==> src/rtl/ram_sched_pkg.sv <==
// ----------------------------------------------------------------------------
// ram_sched_pkg
// Shared types and helpers for the RAM/IO bus sequencer (ram_port_sched).
//   state_e     : sequencer states (IDLE, RD, WR, DONE)
//   owner_e     : which pipeline stage currently owns the bus
//   size_e      : access size codes as presented on mem_size
//   IO_SEL      : value of address bits [17:16] that selects the I/O space
//   beat_count  : access size code -> number of byte beats (1, 2 or 4)
// ----------------------------------------------------------------------------
package ram_sched_pkg;

    typedef enum logic [1:0] {
        ST_IDLE = 2'd0,
        ST_RD   = 2'd1,
        ST_WR   = 2'd2,
        ST_DONE = 2'd3
    } state_e;

    typedef enum logic {
        OWN_IF  = 1'b0,
        OWN_MEM = 1'b1
    } owner_e;

    typedef enum logic [1:0] {
        SZ_BYTE     = 2'd0,
        SZ_HALF     = 2'd1,
        SZ_WORD     = 2'd2,
        SZ_WORD_ALT = 2'd3
    } size_e;

    // Address bits [17:16] equal to this value address the I/O space.
    localparam logic [1:0] IO_SEL = 2'b11;

    // Size code 3 is not a legal access size; it is treated as a full word.
    function automatic logic [2:0] beat_count(input logic [1:0] size);
        logic [2:0] n;
        case (size)
            SZ_BYTE: n = 3'd1;
            SZ_HALF: n = 3'd2;
            default: n = 3'd4;
        endcase
        return n;
    endfunction

endpackage

==> src/rtl/byte_lane_pack.sv <==
// ----------------------------------------------------------------------------
// byte_lane_pack
// Assembles a 32-bit little-endian word from individual byte writes.
//   clk     in   system clock
//   rst     in   synchronous active-high reset (clears the word)
//   clr_i   in   clear all lanes to zero (takes priority over a lane write)
//   we_i    in   write byte_i into the lane selected by lane_i
//   lane_i  in   [1:0] target lane, lane 0 = bits [7:0]
//   byte_i  in   [7:0] byte to store
//   word_o  out  [31:0] current packed word
// ----------------------------------------------------------------------------
module byte_lane_pack (
    input  logic        clk,
    input  logic        rst,
    input  logic        clr_i,
    input  logic        we_i,
    input  logic [1:0]  lane_i,
    input  logic [7:0]  byte_i,
    output logic [31:0] word_o
);

    genvar gi;
    generate
        for (gi = 0; gi < 4; gi++) begin : g_lane
            logic [7:0] lane_q;

            always_ff @(posedge clk) begin
                if (rst || clr_i) begin
                    lane_q <= '0;
                end else if (we_i && (lane_i == 2'(gi))) begin
                    lane_q <= byte_i;
                end
            end

            assign word_o[gi*8 +: 8] = lane_q;
        end
    endgenerate

endmodule

==> src/rtl/ram_port_sched.sv <==
// ----------------------------------------------------------------------------
// ram_port_sched
// Arbitrates the single 8-bit RAM/IO bus between instruction fetch (IF) and
// the MEM stage. MEM has fixed priority over IF. Each granted word-level
// request is serialised into little-endian byte beats at base+i.
//
// Ports
//   clk, rst          clock, synchronous active-high reset
//   rdy               global ready; everything freezes while low
//   if_req/if_addr    fetch request (always a 4-byte read)
//   if_flush          abandon any pending or in-flight fetch
//   if_done/if_data   one-cycle completion pulse with the fetched word
//   mem_req/mem_we/mem_size/mem_addr/mem_wdata   data request
//   mem_done/mem_rdata                           completion, zero-extended load
//   io_buffer_full    UART buffer full: holds writes to the I/O space
//   ram_din           read byte, valid one cycle after its address
//   ram_dout/ram_addr/ram_wr                     byte bus towards RAM/IO
//   busy              sequencer is not in IDLE
// ----------------------------------------------------------------------------
module ram_port_sched
    import ram_sched_pkg::*;
(
    input  logic        clk,
    input  logic        rst,
    input  logic        rdy,
    input  logic        if_req,
    input  logic [31:0] if_addr,
    input  logic        if_flush,
    output logic        if_done,
    output logic [31:0] if_data,
    input  logic        mem_req,
    input  logic        mem_we,
    input  logic [1:0]  mem_size,
    input  logic [31:0] mem_addr,
    input  logic [31:0] mem_wdata,
    output logic        mem_done,
    output logic [31:0] mem_rdata,
    input  logic        io_buffer_full,
    input  logic [7:0]  ram_din,
    output logic [7:0]  ram_dout,
    output logic [31:0] ram_addr,
    output logic        ram_wr,
    output logic        busy
);

    // ------------------------------------------------------------------
    // Transaction registers
    // ------------------------------------------------------------------
    state_e      state_q;
    owner_e      owner_q;
    logic [31:0] base_q;
    logic [31:0] wdata_q;
    logic        mem_we_q;
    logic [2:0]  n_q;          // number of beats in this access
    logic [2:0]  idx_q;        // beats issued so far
    logic        cap_q;        // ram_din carries a byte to capture this cycle
    logic [1:0]  cap_lane_q;   // lane that byte belongs to
    logic        all_cap_q;    // last byte already captured while frozen
    logic [31:0] if_data_q;
    logic [31:0] mem_rdata_q;

    // ------------------------------------------------------------------
    // Beat decode
    // ------------------------------------------------------------------
    logic        in_access;
    logic        beat_active;
    logic [31:0] beat_addr;
    logic [7:0]  wr_byte;
    logic        io_hold;
    logic        beat_issue;
    logic [2:0]  n_m1;
    logic        last_cap;
    logic        grant_mem;
    logic        grant_if;
    logic        flush_now;
    logic        lane_clr;
    logic [31:0] lanes;

    assign in_access   = (state_q == ST_RD) || (state_q == ST_WR);
    assign beat_active = in_access && (idx_q < n_q);
    assign beat_addr   = base_q + {29'd0, idx_q};

    always_comb begin
        wr_byte = wdata_q[7:0];
        case (idx_q[1:0])
            2'd1:    wr_byte = wdata_q[15:8];
            2'd2:    wr_byte = wdata_q[23:16];
            2'd3:    wr_byte = wdata_q[31:24];
            default: wr_byte = wdata_q[7:0];
        endcase
    end

    // A write beat into the I/O space waits for room in the UART buffer;
    // address and data stay on the bus while it waits.
    assign io_hold    = (state_q == ST_WR) && (beat_addr[17:16] == IO_SEL) && io_buffer_full;
    assign beat_issue = beat_active && rdy && !io_hold;

    assign n_m1     = n_q - 3'd1;
    assign last_cap = cap_q && ({1'b0, cap_lane_q} == n_m1);

    assign grant_mem = (state_q == ST_IDLE) && rdy && mem_req;
    assign grant_if  = (state_q == ST_IDLE) && rdy && !mem_req && if_req && !if_flush;
    assign flush_now = (state_q == ST_RD) && (owner_q == OWN_IF) && if_flush && rdy;

    // Lanes are cleared at every grant so short loads come back zero-extended,
    // and on a flush so an abandoned fetch leaves nothing behind.
    assign lane_clr = grant_mem || grant_if || flush_now;

    byte_lane_pack u_pack (
        .clk    (clk),
        .rst    (rst),
        .clr_i  (lane_clr),
        .we_i   (cap_q),
        .lane_i (cap_lane_q),
        .byte_i (ram_din),
        .word_o (lanes)
    );

    // ------------------------------------------------------------------
    // Outputs (decoded from registered state)
    // ------------------------------------------------------------------
    assign ram_addr = beat_active ? beat_addr : 32'd0;
    assign ram_dout = ((state_q == ST_WR) && beat_active) ? wr_byte : 8'd0;
    assign ram_wr   = (state_q == ST_WR) && beat_issue;
    assign busy     = (state_q != ST_IDLE);

    assign if_done  = (state_q == ST_DONE) && (owner_q == OWN_IF);
    assign mem_done = (state_q == ST_DONE) && (owner_q == OWN_MEM);

    // In DONE the freshly packed word is presented directly; it is copied
    // into the holding register on the way out so it stays until the next
    // completion for the same owner. Stores leave mem_rdata untouched.
    assign if_data   = if_done ? lanes : if_data_q;
    assign mem_rdata = (mem_done && !mem_we_q) ? lanes : mem_rdata_q;

    // ------------------------------------------------------------------
    // Sequencer
    // ------------------------------------------------------------------
    always_ff @(posedge clk) begin
        if (rst) begin
            state_q     <= ST_IDLE;
            owner_q     <= OWN_IF;
            base_q      <= '0;
            wdata_q     <= '0;
            mem_we_q    <= 1'b0;
            n_q         <= '0;
            idx_q       <= '0;
            cap_q       <= 1'b0;
            cap_lane_q  <= '0;
            all_cap_q   <= 1'b0;
            if_data_q   <= '0;
            mem_rdata_q <= '0;
        end else begin
            // The byte pipeline from the RAM is not frozen by rdy: a byte
            // addressed in a ready cycle arrives next cycle regardless.
            cap_q      <= (state_q == ST_RD) && beat_issue && !flush_now;
            cap_lane_q <= idx_q[1:0];

            if (rdy) begin
                case (state_q)
                    ST_IDLE: begin
                        idx_q     <= '0;
                        all_cap_q <= 1'b0;
                        if (mem_req) begin
                            owner_q  <= OWN_MEM;
                            base_q   <= mem_addr;
                            wdata_q  <= mem_wdata;
                            mem_we_q <= mem_we;
                            n_q      <= beat_count(mem_size);
                            state_q  <= mem_we ? ST_WR : ST_RD;
                        end else if (if_req && !if_flush) begin
                            owner_q  <= OWN_IF;
                            base_q   <= if_addr;
                            wdata_q  <= '0;
                            mem_we_q <= 1'b0;
                            n_q      <= 3'd4;
                            state_q  <= ST_RD;
                        end
                    end

                    ST_RD: begin
                        if (flush_now) begin
                            state_q <= ST_IDLE;
                        end else begin
                            if (beat_issue) begin
                                idx_q <= idx_q + 3'd1;
                            end
                            if (last_cap || all_cap_q) begin
                                state_q <= ST_DONE;
                            end
                        end
                    end

                    ST_WR: begin
                        if (beat_issue) begin
                            idx_q <= idx_q + 3'd1;
                            if (idx_q == n_m1) begin
                                state_q <= ST_DONE;
                            end
                        end
                    end

                    ST_DONE: begin
                        if (owner_q == OWN_IF) begin
                            if_data_q <= lanes;
                        end else if (!mem_we_q) begin
                            mem_rdata_q <= lanes;
                        end
                        state_q <= ST_IDLE;
                    end

                    default: state_q <= ST_IDLE;
                endcase
            end else if ((state_q == ST_RD) && last_cap) begin
                // Last byte landed while frozen; finish as soon as rdy returns.
                all_cap_q <= 1'b1;
            end
        end
    end

endmodule

==> config.mk <==
export PLATFORM = sky130hd
export DESIGN_NAME = ram_port_sched
export DESIGN_NICKNAME = d
export VERILOG_FILES = /design/src/rtl/ram_sched_pkg.sv /design/src/rtl/byte_lane_pack.sv /design/src/rtl/ram_port_sched.sv
export SDC_FILE = /design/constraint.sdc
export NUM_CORES = 1
export LEC_CHECK = 0
export ABC_CLOCK_PERIOD_IN_PS = 5600
export CAP_MARGIN = 0
export CORE_MARGIN = 2
export CORE_UTILIZATION = 25
export DETAILED_ROUTE_END_ITERATION = 10
export MAX_ROUTING_LAYER = met4
export PLACE_DENSITY = 0.43
export SETUP_SLACK_MARGIN = 0.05
export SKIP_LAST_GASP = 1
export SYNTH_ARGS = -nofsm -noshare
export SYNTH_HDL_FRONTEND = slang
export SYNTH_SLANG_ARGS = --single-unit
==> constraint.sdc <==
create_clock -name clk -period 5.6 [get_ports clk]
set_clock_uncertainty 0.2 [all_clocks]
set_input_delay 1.12 -clock clk [delete_from_list [all_inputs] [get_ports clk]]
set_output_delay 1.12 -clock clk [all_outputs]
set_load 0.005 [all_outputs]
== Word level (Yosys, flattened, before mapping) ==
Cells that the tools add are included.

* Add/sub/neg operators: 3
* Magnitude comparators: 1
* Equality and inequality tests: 19
* Mux-type cells: 29
* Bitwise gates (word level): 2
* Reductions and logical operators: 50

{| class="wikitable"
|+ Operators by type and width
! kind !! count
|-
| two-way mux 32 bit || 7
|-
| adder 32 x 3 -> 32 bit || 1
|-
| logical AND 1 bit || 27
|-
| case mux 8 bit (3 select lines) || 1
|-
| == test 2 bit (second input constant) || 7
|-
| two-way mux 2 bit || 7
|-
| two-way mux 3 bit || 4
|-
| case mux 3 bit (3 select lines) || 1
|-
| AND reduction 3 bit || 3
|-
| == test 2 x 1 -> 1 bit (second input constant) || 4
|-
| two-way mux 8 bit || 1
|-
| case mux 2 bit (4 select lines) || 1
|-
| zero test 2 bit || 3
|-
| two-way mux 1 bit || 6
|-
| != test 3 x 2 -> 1 bit (second input constant) || 2
|-
| case mux 3 bit (2 select lines) || 1
|-
| nonzero test 2 bit || 3
|-
| zero test 1 bit || 5
|-
| logical OR 1 bit || 5
|-
| AND reduction 5 bit || 1
|-
| != test 2 x 1 -> 1 bit (second input constant) || 2
|-
| != test 2 bit (second input constant) || 2
|-
| AND reduction 4 bit || 1
|-
| adder 3 x 1 -> 3 bit (second input constant) || 1
|-
| 7 further kinds || 8
|}

* Flip-flop bits (word level): 174
* Input port bits: 114
* Output and inout port bits: 108
* Word-level logic and storage cells: 120

== Logic depth before layout (Yosys ltp) ==
Gate-level depths: netlist (run 1).

* Word-level depth: 9
* Gate-level depth with buffers: 9
* Depth with buffers taken out: 8

== Cells and area by module ==
Synthesis (run 1) repeated with hierarchy kept, for this count alone.

* Cell total of the unflattened synthesis: 1067
* Area total of the unflattened synthesis: 8652.0 um2

{| class="wikitable"
|+ Modules (own cells, without submodules)
! module !! times used !! cells an instance !! area an instance (um2) !! seq. area each (um2)
|-
| ram_port_sched || 1 || 947 || 7253.2 || 2842.7
|-
| byte_lane_pack || 1 || 120 || 1398.8 || 640.6
|}

== Worst setup path before layout (run 1) ==
OpenSTA, ideal clock, no wires.

* Path kind: reg-to-output
* Start point: register idx_q[0]
* End point: output ram_wr
* Data arrival time: 2.435 ns
* Required time: 4.280 ns
* Slack: 1.845 ns
* Stages on the path, launching flop included: 10
* Path buffers: 1
* Cell sequence: dfxtp_1 > ha_1 > fa_1 > a21oi_2 > or4_1 > buf_2 > or3_4 > a221o_1 > nand2_1 > nor2_1

* Word-level cells in the longest chain between the ends: 7
* Elaborated cells on any way between the ends: 10
* Classes of those cells: 1 x add/sub; 1 x order compare; 1 x eq/ne; 7 x reduce/logical

{| class="wikitable"
|+ RTL lines
! what !! RTL line !! RTL
|-
| start: declaration || ram_port_sched.sv:55 || <nowiki>logic [2:0] idx_q;</nowiki>
|-
| start signal: assignment || ram_port_sched.sv:186 || <nowiki>idx_q <= idx_q + 3'd1;</nowiki>
|-
| start signal: assignment || ram_port_sched.sv:196 || <nowiki>idx_q <= idx_q + 3'd1;</nowiki>
|-
| adder 32 x 3 -> 32 bit || ram_port_sched.sv:81 || <nowiki>assign beat_addr = base_q + {29'd0, idx_q};</nowiki>
|-
| == test 2 bit || ram_port_sched.sv:95 || <nowiki>assign io_hold = (state_q == ST_WR) && (beat_addr[17:16] == IO_SEL) && io_buffer_full;</nowiki>
|-
| logical AND 1 bit (2 in series) || ram_port_sched.sv:95 ||
|-
| zero test 1 bit || ram_port_sched.sv:96 || <nowiki>assign beat_issue = beat_active && rdy && !io_hold;</nowiki>
|-
| logical AND 1 bit (*) || ram_port_sched.sv:96 ||
|-
| logical AND 1 bit (*) || ram_port_sched.sv:124 || <nowiki>assign ram_wr = (state_q == ST_WR) && beat_issue;</nowiki>
|-
| end: declaration || ram_port_sched.sv:42 || <nowiki>output logic ram_wr,</nowiki>
|}

Every way passes the cells marked *; elsewhere a longest branch is shown, timed or not.

== Worst setup path in the final report (run 1) ==
Same ends and word-level chain as after synthesis.

==> qor.yml, run 1 <==
peakVddDrop_v: 0.000200
clockBufferDepth: 2
initial_core_util_pct: 25.5
synth.avg_cell_area_sq_um: 8.20
critPathArrivalTime_ns: 3.65
netlist_instances: 1019
clkSinkCount: 174
synth_commonest_cells: "nand2_1 (240), dfxtp_1 (174), nor2_1 (127)"
via_per_inst: 4.56
tns_ns: 0
critPathLaunch: "idx_q[0]$_SDFFE_PP0P_"
p_leak_nw: 4.30
htreeDepth: 4
crit_required_ns: 4.28
drc_errors: 0
synthFlopType: "dfxtp_1"
worst_skew_pair.late_latency_ns: 0.44
crit_fanout: 8
synth_most_common_cell: "nand2_1"
place.gp.congestion: 0.778
ys_seq_elements: 174
hold_path.class: "reg -> reg"
finish.utilization_pct: 35.5
min_path_cells: 2
yosys.area.top_type: "dfxtp_1"
grt_max_degree: 71
status: "finished clean"
yosysSeqAreaShare_pct: 41.7
area_growth_pct: 38.9
setup_viol: 0
antenna_found_initial: 2
dp_hpwl_mm: 19.2
cts_buffers: 17
synthDominantCellAreaShare_pct: 41.7
startpoint_type: "flop"
cts_resized: 0
grt_pass1_wl_mm: 42.8
postCtsSetupBuffers: 0
groute.usage.overall_pct: 16.1
fillers: 3422
wire_per_inst_microns: 16.5
num-nets-final: 1333
synthTopCellsByArea: "dfxtp_1 (42%), nand2_1 (11%), mux2i_1 (7.7%), nor2_1 (5.7%), a21oi_1 (4.9%)"
reg2regPathDepth: 8
drv_slew: 0
synthArstFlopShare_pct: 0
crit_type: "reg -> out"
max_slew_margin_pct: 32.8
cp-end-kind: "output port"
die_x_microns: 187
syn_area_sq_mm: 0.00835
dieHeight_microns: 187
cts-root-buf: "clkbuf_16"
path_cells: "ha_1 -> fa_1 -> a21oi_2 -> or4_1 -> or3_4 -> a221o_1 -> nand2_1 -> nor2_1 -> clkdlybuf4s50_1"
portBuffers: 221
finalCriticalPeriod_ns: 4.97
globalRoute.totalOverflow: 0
core-area_sq_mm: 0.0327
dr.pass1.iters: 5
maxCapViolCount: 0
synth_nets: 1149
cpPeakStageDelay_ns: 0.69
finalPower_mw: 2.94
slowest_stage: "or4_1"
power_density_mw_per_mm2: 253
pin_count: 222
synth_edf_count: 0
cts_tree: "done"
antenna_left: 0
vias: 7570
grt_pass1_vias: 7390
route.final.wire_length_mm: 27.3
min_from: "mem_rdata_q[22]$_SDFFE_PP0P_"
ctsHoldBuffers: 0
die_area_sq_mm: 0.0349
max_freq_mhz: 201
drive_gt1_share_pct: 7.81
drt-initial-drc-count: 371
rsz0062_at_grt: "no"
hold_violations: 0
num_rows: 66
tightest_slew_ns: 1.01
timing.rr.start: "idx_q[0]$_SDFFE_PP0P_"
post-route-period-util_pct: 88.8
yosysWarnings: 0
post_synth_num_cell_types: 51
path_clk_slew_ns: 0.07
==> state kept, by name (all words and copies together) (netlist names) <==
signal,cells
all_cap_q,1
base_q,32
cap_lane_q,2
cap_q,1
idx_q,3
if_data_q,32
mem_rdata_q,32
mem_we_q,1
n_q,3
owner_q,1
state_q,2
u_pack.g_lane.lane_q,32
wdata_q,32
==> layout make-up <==
type | instances | area, sq um | share of cell area, %
Inverter | 14 | 52.6 | 0.453
Clock buffer | 17 | 425 | 3.67
Multi-Input combinational cell | 764 | 4590 | 39.6
Tap cell | 442 | 553 | 4.77
Clock inverter | 15 | 203 | 1.75
Antenna cell | 2 | 5.00 | 0.0431
Timing Repair Buffer | 232 | 2290 | 19.7
Sequential cell | 174 | 3480 | 30.0
==> metal layers <==
metal  up-vias  global-route usage (%)  wire length [microns]  part of all wire (%)
met5         -                       -                      0                     0
met4         0                    3.57                    180                  0.66
met3        10                    3.54                   1290                   4.7
met2       171                    25.8                  12800                    47
met1      3517                    20.7                  13000                    48
li1       3872                       -                      -                     -
==> per-stage QoR <==
step	setup WS, ns	std cells	hold slack, ns	instance area, sq um
after floorplan	1.85	1019	0.233	8350
after global placement	1.12	1626	0.238	11000
after detailed placement	1.07	1626	0.243	11000
after CTS	0.578	1658	0.254	11600
after global routing	0.355	1660	0.269	11600
final	0.629	1660	0.252	11600
==> path summary, 6_finish.rpt <==
path                                  end  slack (ns)
min          mem_rdata_q[22]$_SDFFE_PP0P_        0.25
max reg2reg       state_q[0]$_SDFFE_PP0P_        2.18
max                                ram_wr        0.63
min reg2reg  mem_rdata_q[22]$_SDFFE_PP0P_        0.25
==> placed cells by master, fill, tap and decap left out, types with 13 or more instances in the layout <==
| cell | Yosys | routed |
|---|---|---|
| clkdlybuf4s50_1 | 0 | 219 |
| nand2_1 | 240 | 240 |
| xor2_1 | 17 | 17 |
| nor2_1 | 127 | 122 |
| a21oi_1 | 82 | 82 |
| ha_1 | 15 | 15 |
| xnor2_1 | 13 | 13 |
| nand3_1 | 15 | 15 |
| dfxtp_1 | 174 | 174 |
| clkbuf_16 | 0 | 17 |
| mux2i_1 | 64 | 64 |
| inv_1 | 13 | 13 |
| a22o_1 | 35 | 35 |
| mux2_2 | 32 | 32 |
| a211oi_1 | 33 | 33 |
==> critical path: cells and delay by family (launching register included) <==
| kind | cells | cell delay (ns) |
|---|---|---|
| AO/OA/AOI/OAI | 2 | 0.48 |
| adder cells (fa/ha/maj) | 2 | 0.50 |
| buffers and inverters | 1 | 0.51 |
| flip-flops | 1 | 0.42 |
| AND/OR/NAND/NOR | 4 | 1.31 |
==> logic make-up after synthesis <==
logic type,count (synthesis),share of synthesized area (%)
XOR/XNOR,30,3.15
adder cells (fa/ha/maj),16,2.49
buffers and inverters,81,3.79
AND/OR/NAND/NOR,439,22.0
AO/OA/AOI/OAI,183,14.9
multiplexers,96,12.0
flip-flops,174,41.7
==> power by group <==
part           switching (mW)  leakage, nW  internal [mW]
logic                   0.178         2.59          0.166
clock network           0.605        0.304          0.654
registers              0.0494         1.41           1.28
Note: power is estimated with default switching activity, not from simulation.
==> run 2, diff against run 1 <==
- GPL_ROUTABILITY_DRIVEN: default -> 0
==> results of run 2 <==
No change in the layout: final DEF, timing and power equal those of run 1.
